`config.mk`:
```
export PLATFORM = sky130hd
export DESIGN_NAME = matrix3_window_controller
export DESIGN_NICKNAME = d
export VERILOG_FILES = /design/src/rtl/matrix3_window_controller.sv
export SDC_FILE = /design/constraint.sdc
export NUM_CORES = 1
export LEC_CHECK = 0
export ABC_CLOCK_PERIOD_IN_PS = 1820
export BUFFER_PORTS_ARGS = -buffer_cell sky130_fd_sc_hd__buf_2
export CAP_MARGIN = 20
export CORE_MARGIN = 10
export CORE_UTILIZATION = 44
export CTS_BUF_LIST = sky130_fd_sc_hd__clkbuf_8 sky130_fd_sc_hd__clkbuf_16
export DETAILED_ROUTE_END_ITERATION = 10
export GPL_TIMING_DRIVEN = 0
export PLACE_DENSITY = 0.66
export SLEW_MARGIN = 30
export SYNTH_ARGS = -nofsm -noshare
export SYNTH_HDL_FRONTEND = slang
export SYNTH_SLANG_ARGS = --single-unit
export TNS_END_PERCENT = 30
```
`constraint.sdc`:
```
create_clock -name I_CLK -period 1.82 [get_ports I_CLK]
set_input_delay 0.091 -clock I_CLK [delete_from_list [all_inputs] [get_ports I_CLK]]
set_output_delay 0.091 -clock I_CLK [all_outputs]
set_load 0.01 [all_outputs]
```
`src/rtl/matrix3_window_controller.sv`:
```
// Write/read scheduler for the 3-row Sobel line buffer: writes each accepted pixel, then spends one
// bubble cycle reading the 3x3 window it completes; O_MATRIX_READY follows the read by P_READ_LATENCY.
module matrix3_window_controller #(
  parameter int P_FRAME_COLUMNS     = 640,
  parameter int P_FRAME_ROWS        = 480,
  parameter int P_BUFFER_ROWS       = 3,
  parameter int P_READ_LATENCY      = 1,
  parameter int P_FRAME_COLUMN_BITS = $clog2(P_FRAME_COLUMNS),
  parameter int P_FRAME_ROW_BITS    = $clog2(P_FRAME_ROWS)
) (
  input  logic                           I_CLK,
  input  logic                           I_RESET,
  input  logic                           I_FRAME_START,
  input  logic                           I_PIXEL_VALID,
  output logic                           O_PIXEL_READY,
  output logic [P_FRAME_COLUMN_BITS-1:0] O_BUF_COLUMN,
  output logic [1:0]                     O_BUF_ROW,
  output logic                           O_BUF_WRITE_ENABLE,
  output logic                           O_BUF_READ_ENABLE,
  output logic [P_FRAME_COLUMN_BITS-1:0] O_CENTER_COLUMN,
  output logic [P_FRAME_ROW_BITS-1:0]    O_CENTER_ROW,
  output logic                           O_MATRIX_READY,
  output logic                           O_FRAME_DONE
);
  localparam int CB = P_FRAME_COLUMN_BITS;
  localparam int RB = P_FRAME_ROW_BITS;
  localparam int L  = P_READ_LATENCY;
  localparam logic [CB-1:0] COL_LAST  = CB'(P_FRAME_COLUMNS - 1);
  localparam logic [RB-1:0] ROW_LAST  = RB'(P_FRAME_ROWS - 1);
  localparam logic [1:0]    SLOT_LAST = 2'(P_BUFFER_ROWS - 1);

  typedef enum logic [1:0] {IDLE, WRITE, READ, DONE} state_t;

  state_t          state;
  logic [CB-1:0]   col, ccol;
  logic [RB-1:0]   row, crow;
  logic [1:0]      slot, cslot;
  logic            last;
  logic [L-1:0]    pipe_vld;
  logic [CB-1:0]   pipe_col [L];
  logic [RB-1:0]   pipe_row [L];

  logic            accept, win_done, pipe_push, pipe_busy;
  logic [1:0]      slot_inc, slot_dec;

  assign accept    = (state == WRITE) && I_PIXEL_VALID;
  assign win_done  = accept && (col >= CB'(2)) && (row >= RB'(2));
  assign pipe_push = (state == READ) && !I_FRAME_START;
  assign pipe_busy = |pipe_vld;
  assign slot_inc  = (slot == SLOT_LAST) ? 2'd0 : slot + 2'd1;
  // The window centre row was written one row slot earlier than the current one.
  assign slot_dec  = (slot == 2'd0) ? SLOT_LAST : slot - 2'd1;

  always_ff @(posedge I_CLK) begin
    if (I_RESET) begin
      state <= IDLE;
      col   <= '0;
      row   <= '0;
      slot  <= '0;
      ccol  <= '0;
      crow  <= '0;
      cslot <= '0;
      last  <= 1'b0;
    end else if (I_FRAME_START) begin
      state <= WRITE;
      col   <= '0;
      row   <= '0;
      slot  <= '0;
      last  <= 1'b0;
    end else begin
      case (state)
        IDLE: state <= IDLE;
        WRITE: begin
          if (accept) begin
            if (col == COL_LAST) begin
              col  <= '0;
              row  <= row + 1'b1;
              slot <= slot_inc;
            end else begin
              col <= col + 1'b1;
            end
            if (win_done) begin
              ccol  <= col - 1'b1;
              crow  <= row - 1'b1;
              cslot <= slot_dec;
              last  <= (col == COL_LAST) && (row == ROW_LAST);
              state <= READ;
            end
          end
        end
        READ: state <= last ? DONE : WRITE;
        DONE: if (!pipe_busy) state <= IDLE;
      endcase
    end
  end

  // Centre coordinates only advance alongside a valid token, so the outputs hold between strobes.
  always_ff @(posedge I_CLK) begin
    if (I_RESET) begin
      pipe_vld <= '0;
      for (int i = 0; i < L; i++) begin
        pipe_col[i] <= '0;
        pipe_row[i] <= '0;
      end
    end else begin
      pipe_vld[0] <= pipe_push;
      if (pipe_push) begin
        pipe_col[0] <= ccol;
        pipe_row[0] <= crow;
      end
      for (int i = 1; i < L; i++) begin
        pipe_vld[i] <= pipe_vld[i-1];
        if (pipe_vld[i-1] && !I_FRAME_START) begin
          pipe_col[i] <= pipe_col[i-1];
          pipe_row[i] <= pipe_row[i-1];
        end
      end
      if (I_FRAME_START) pipe_vld <= '0;
    end
  end

  always_comb begin
    O_BUF_COLUMN = '0;
    O_BUF_ROW    = '0;
    if (state == WRITE) begin
      O_BUF_COLUMN = col;
      O_BUF_ROW    = slot;
    end else if (state == READ) begin
      O_BUF_COLUMN = ccol;
      O_BUF_ROW    = cslot;
    end
  end

  assign O_PIXEL_READY      = (state == WRITE);
  assign O_BUF_WRITE_ENABLE = accept;
  assign O_BUF_READ_ENABLE  = (state == READ);
  assign O_MATRIX_READY     = pipe_vld[L-1];
  assign O_CENTER_COLUMN    = pipe_col[L-1];
  assign O_CENTER_ROW       = pipe_row[L-1];
  assign O_FRAME_DONE       = (state == DONE) && !pipe_busy;
endmodule

```
==> results.md, run 1 <==
- First-pass GRT wire length: between 10000 and 15000 microns
- # rows: 31
- Max-Cap Viols: 0
- Routed Antenna Nets: 0
- Core ar.: ~7200 sq um
- Sequential cell area: between 1500 and 2000 sq um
- Worst Clk Skew: between 6 and 7 ps
- Detailed-router iteration count before antenna repair: 4
- GRT Util Overall: approximately 12%
- Input/output buffers: 38
- Routed len/inst: around 14 microns
- Critical Path Start: state[0]$_SDFFE_PP0P_
- CTS sink count: 65
- Leakage: around 1.7 nW
- Area Overhead vs Synth: 23.99%
- Setup slack after placement: -149.4 ps
- Worst path arrival time: 1670 ps
- Total nets after synthesis: 366
- EDFF count, synth: 19
- CTS max path bufs: 2
- GP Congestion: about 0.83
- Initial cell density of the core: 44.71%
- Mapped Cells: 350
- Mapped Area: 3208 sq um
- Largest net degree at the start of global routing: 20
- Ys flop type: dfxtp_1
- Grt ovf: 0
- Max Fanout on Critical Path: 10
- Reg clk slew, reported paths: approximately 70 ps
- Antenna cells: 0
- Fin crit period: around 1800 ps
- Multi-input gate area: ~1600 sq um
- Crit path required time: between 1500 and 2000 ps
- Synth unique cells: 37
- Critical path endpoint category: output pin
- Setup Crit Path Kind: reg -> out
- WHS Endpoint: ccol[2]$_SDFFE_PP0P_
- Final setup fails: 0
- Synthesized area per cell: between 9 and 10 sq um
- FF-to-FF path depth: 8
- Die height: 105.4 microns
- Drt drc: 0
- Unrepaired setup endpoints after global routing: yes
- CTS buffer count: 9
- P per Cell Area: about 830 nW/um^2
- HP Class: in -> reg
- Worst R2R End: slot[0]$_SDFFE_PP0P_
- Final Power: ~3.3 mW
- Initial antenna violation count: 0
- Die X: between 100 and 150 microns
- Critical path launch point type: flop
- Number of nets in the layout: 418
- Worst skew pair latency: roughly 330 ps
- DR vias: approximately 2500
- #FFs+latches synth: 65
- Post-route cell area: 3978 sq um
- Min-delay src: I_RESET
- Reg-to-Reg Start: state[1]$_SDFFE_PP0P_
- Drt via density: 4.953
- Hold_ws: approximately 170 ps
- 1st-iter DRT viols: about 130
- Status: completed
- Die ar.: around 11000 sq um
- Root Buffer: clkbuf_8
- Relative slew slack: a little over three fifths
- Maximum clock rate: 0.5683 GHz
- Post-synthesis sequential area ratio: between 40% and 50%
- PnR worst setup slack: ~60 ps
- Hold Crit Depth: 2
- Final Hold Viols: 0
- Worst Max-Slew Pin Slew: roughly 560 ps
- Final Cycle Share: 96.69%
- Slew Limit Fails: 0
- Vias in the first global route: about 2300
- Ports: 40
- DPL Wire Length: between 5000 and 6000 microns
- Fin util: approximately 55%
- Asr flop ratio synth: 0%
- Layout cells sized above 1: between 20% and 30%
- Post-CTS Hold Buffers: 0
- Htree depth: 3
- Worst IR Drop VDD: 0.0003439 V
- Flop-to-flop setup slack: between 60 and 70 ps
- YS warnings: 0
- Final wirelength: 6999 microns
- Area after DPL: approximately 3500 sq um
- Filler Cell Count: 650
- TritonCTS clock tree: built
## kinds of logic (layout without fill, tap and decap cells)
kind of cell             count (synthesis)  count (layout)  synth area share (%)
adder cells (fa/ha/maj)                 12              12                 4.680
multiplexers                             5               5                 1.560
AO/OA/AOI/OAI                           44              44                 8.854
XOR/XNOR                                29              29                 7.917
buffers and inverters                   44             101                 6.513
flip-flops                              65              65                 46.49
AND/OR/NAND/NOR                        151             151                 23.99
## through the flow
stage	cells	TNS (ps)
floorplan	350	0
global placement	487	-2510
detailed placement	487	-3037
CTS	502	-11.94
global route	506	-331.2
finish	506	0
## Yosys cell counts, types with 7 or more instances
cell	instances	area share [%]
buf_2	10	1.6
xnor2_1	7	1.9
o21ai_0	15	2.3
and3_1	25	4.9
xor2_1	22	6.0
a211oi_1	18	4.2
nand2_1	39	4.6
clkbuf_1	14	1.6
inv_1	13	1.5
dfxtp_1	46	29
nor3_1	10	1.6
edfxtp_1	19	18
nand4_1	7	1.4
nor2_1	45	5.3
ha_1	12	4.7
nand3_1	10	1.6
## per-layer routing
metal | share of wire (%) | GRT usage, %
met1 | 48 | 16.64
met2 | 45 | 18.18
met3 | 5.3 | 2.923
met4 | 1.6 | 5.294
met5 | 0 | 0
## worst max-delay path by stage
stage,cells past startpoint,to,slack [ps]
after floorplan,5,pipe_col[0][0]$_SDFFCE_PN0P_,100
after global placement,5,pipe_col[0][6]$_SDFFCE_PN0P_,-130
after detailed placement,5,pipe_col[0][6]$_SDFFCE_PN0P_,-150
after CTS,7,state[1]$_SDFFE_PP0P_,-10
after global routing,6,O_BUF_COLUMN[0],-50
final,6,O_BUF_COLUMN[2],60
## power breakdown
| group | total, mW | switching (mW) | internal [mW] |
|---|---|---|---|
| logic | 0.134 | 0.0907 | 0.0431 |
| clock network | 1.65 | 0.562 | 1.09 |
| registers | 1.51 | 0.00610 | 1.50 |
## cell usage in the layout, fill, tap and decap left out, drive strengths merged, types with 2 or more instances in the layout
| master | netlist | layout |
|---|---|---|
| buf | 16 | 58 |
| dfxtp | 46 | 46 |
| nor2 | 45 | 45 |
| nand2 | 39 | 39 |
| and3 | 26 | 26 |
| clkbuf | 15 | 24 |
| xor2 | 22 | 22 |
| edfxtp | 19 | 19 |
| a211oi | 18 | 18 |
| o21ai | 15 | 15 |
| inv | 13 | 14 |
| ha | 12 | 12 |
| nand3 | 10 | 10 |
| nor3 | 10 | 10 |
| xnor2 | 7 | 7 |
| nand4 | 7 | 7 |
| mux2i | 5 | 5 |
| a21oi | 5 | 5 |
| nor4 | 5 | 5 |
| bufinv | 0 | 4 |
| nand2b | 2 | 2 |
| a311oi | 2 | 2 |
## worst max-delay path, stage by stage (launching register included)
cell and delay [ps]:
dfxtp_2 340, inv_1 60, ha_2 290, clkbuf_4 240
nand2_1 70, o21ai_1 170, buf_2 170
## repair_timing
item / CTS / global route
setup buffers: 0 / 3
endpoints found under the setup margin: 45 / 61
pin swaps: 0 / 5
gates resized for setup: 17 / 43
gates cloned: 0 / 2
## area by class of cell
cell class / instances / area share (%)
plain buffers: 29 / 5.002
inverters: 13 / 1.290
multi-input cells: 241 / 39.45
well taps: 99 / 3.114
clock inverters: 6 / 3.460
repair buffers: 43 / 6.260
clock buffers: 10 / 3.460
flip-flops and latches: 65 / 37.97
## state kept, by name, indices dropped and copies added (netlist names)
name / count
col: 10
state: 2
row: 9
pipe_row: 9
pipe_col: 10
O_MATRIX_READY: 1
last: 1
ccol: 10
cslot: 2
slot: 2
crow: 9
Power figures use the tool's default switching activity.
==> run 2: changes to the inputs <==
PLACE_DENSITY = 0.77   (was 0.66)
SKIP_LAST_GASP = 1   (was unset)
==> run 2 against run 1 <==
Worst hold slack lost 12 ps. Via count grew 5.2%. Global-route usage grew 0.41 points. Clock power is essentially flat. Sequential power is essentially flat. Die area is the same. Critical path depth grew 3. Maximum frequency shrank 1.6%. Utilization grew 0.99 points. Count of clock-buffer cells in the layout shrank 1. Largest power group unchanged. Highest routed layer unchanged.
==> results.md, run 2 (synthesis gave the netlist of run 1 again) <==
- # rows: 31 (unchanged)
- Maximum clock rate: 0.5590 GHz (was 0.5683 GHz)
- Worst skew pair latency: 340 ps (was 330 ps)
- DPL Wire Length: 5140 microns (was 5050 microns)
- Max Fanout on Critical Path: 7 (was 10)
- Unrepaired setup endpoints after global routing: yes (unchanged)
- Routed Antenna Nets: 0 (unchanged)
- Reg clk slew, reported paths: 70 ps (about the same)
- Critical path endpoint category: flop (was output pin)
- Die height: 105.4 microns (unchanged)
- Die X: 105.4 microns (unchanged)
- Slew Limit Fails: 0 (unchanged)
- Grt ovf: 0 (unchanged)
- Buffers & Inverters on Critical Path: 3 (unchanged)
- Area Overhead vs Synth: 26.21% (was 23.99%)
- HP Class: in -> reg (unchanged)
- Most frequent cells in the layout: 44 x nor2_1, 43 x buf_2, 38 x dfxtp_1, 38 x nand2_1, 23 x and3_1 (was 44 x nor2_1, 43 x buf_2, 39 x nand2_1)
- Worst path arrival time: 2000 ps (was 1670 ps)
- Largest regs: ccol: 10 flops, col: 10 flops, pipe_col: 10 flops (unchanged)
- Worst IR Drop VDD: 0.0003572 V (was 0.0003439 V)
- CTS max path bufs: 2 (unchanged)
- Input/output buffers: 38 (unchanged)
- Drt via density: 5.179 (was 4.953)
- Core ar.: 7176 sq um (unchanged)
- Final wirelength: 7705 microns (was 6999 microns)
- Setup Crit Path Kind: reg -> reg (was reg -> out)
- Initial cell density of the core: 44.71% (unchanged)
- CTS buffer count: 9 (unchanged)
- Layout cells sized above 1: 28.78% (was 26.54%)
- CTS sink count: 65 (unchanged)
- Area after DPL: 3523 sq um (unchanged)
- Final Hold Viols: 0 (unchanged)
- Ports: 40 (unchanged)
- Largest stage delay, worst path: 400 ps (was 340 ps)
- Max-Cap Viols: 0 (unchanged)
- Die ar.: 11110 sq um (unchanged)
- Status: completed (unchanged)
- Crit path required time: 2030 ps (was 1730 ps)
- Worst path cell trace: inv_4 -> ha_1 -> nor4_1 -> and3_4 -> nor4_4 -> buf_4 -> buf_6 -> nor2_1 -> a211oi_2 (was inv_1 -> ha_2 -> clkbuf_4 -> nand2_1 -> o21ai_1 -> buf_2)
- Routed len/inst: 15.14 microns (was 13.83 microns)
- Antenna cells: 0 (unchanged)
- Root Buffer: clkbuf_8 (unchanged)
- Largest net degree at the start of global routing: 20 (unchanged)
- TritonCTS clock tree: built (unchanged)
- Detailed-router iteration count before antenna repair: 4 (unchanged)
- Slowest stage cell, crit path: dfxtp_4 (was dfxtp_2)
- Final setup fails: 0 (unchanged)
- Filler Cell Count: 611 (was 650)
- DR vias: 2636 (was 2506)
- P per Cell Area: 805.7 nW/um^2 (was 828.5 nW/um^2)
- Most common cell after layout, fill and taps aside: nor2_1 (unchanged)
- Relative slew slack: 64.63% (was 62.77%)
- Leakage: 1.720 nW (was 1.696 nW)
- Post-CTS Hold Buffers: 0 (unchanged)
- 1st-iter DRT viols: 271 (was 126)
- Worst Max-Slew Pin Slew: 526.5 ps (was 558.5 ps)
- Htree depth: 3 (unchanged)
- Post-route cell area: 4049 sq um (was 3978 sq um)
- Vias in the first global route: 2503 (was 2304)
- GP Congestion: 0.8106 (was 0.8308)
- Drt drc: 0 (unchanged)
- GRT Util Overall: 12.68% (was 12.28%)
- First-pass GRT wire length: 11760 microns (was 11420 microns)
- Worst Clk Skew: 10.32 ps (was 6.626 ps)
- Critical path's top delay family: simple AND/OR/NAND/NOR gates (was buffers and inverters)
- Final Cycle Share: 98.30% (was 96.69%)
- Number of nets in the layout: 421 (was 418)
- Fin crit period: 1789 ps (was 1760 ps)
- Critical path launch point type: flop (unchanged)
- PnR worst setup slack: 30.95 ps (was 60.22 ps)
- Initial antenna violation count: 0 (unchanged)
- Setup slack after placement: -149.2 ps (was -149.4 ps)
- Final Power: 3.262 mW (was 3.296 mW)
[run 2: where the power goes]
group	internal (mW)	switching, mW	total [mW]	leakage [nW]
combinational	0.0432	0.0933	0.137	1.02
clock	1.05	0.566	1.62	0.131
sequential	1.50	0.00769	1.51	0.568
[run 2: repair_timing]
action	in CTS	in global routing
gates cloned	0	2
pin swaps	0	8
resized for setup	11	63
setup buffers	0	5
endpoints found under the setup margin	52	67
[run 2: metal layers]
layer  vias up  GRT usage [%]  share of wire [%]
met5         -              0                  0
met4         0          5.882                2.3
met3        15          4.263                8.0
met2        78          20.76                 49
met1      1234          14.67                 41
li1       1309              -                  -
[run 2: final cells by class]
type / instances / area [sq um] / area share [%]
buffer: 30 / 211.5 / 5.223
clock buffer: 9 / 123.9 / 3.059
clock inverter: 7 / 141.4 / 3.492
inverter: 13 / 51.30 / 1.267
multi-input combinational: 241 / 1650 / 40.76
sequential: 65 / 1509 / 37.27
tap: 99 / 123.9 / 3.059
timing repair buffer: 45 / 237.7 / 5.871
[run 2: through the flow]
stage	util (%)	hold WS (ps)	instances	TNS (ps)
floorplan	-	295.7	350	0
global placement	49.10	479.9	487	-1953
detailed placement	49.10	485.1	487	-3166
CTS	53.06	133.8	502	-773.5
global route	56.43	168.6	509	-1513
finish	56.43	161.1	509	0
[run 2: path summary, 6_finish.rpt]
check                                          start                    to  slack, ps  depth (start not counted)
worst max-delay path             col[0]$_SDFFE_PP0P_  ccol[3]$_SDFFE_PP0P_         30                          9
worst min-delay path                         I_RESET  crow[3]$_SDFFE_PP0P_        160                          2
worst min register to register  crow[2]$_SDFFE_PP0P_  crow[2]$_SDFFE_PP0P_        500                          2
worst max register to register   col[0]$_SDFFE_PP0P_  ccol[3]$_SDFFE_PP0P_         30                          9
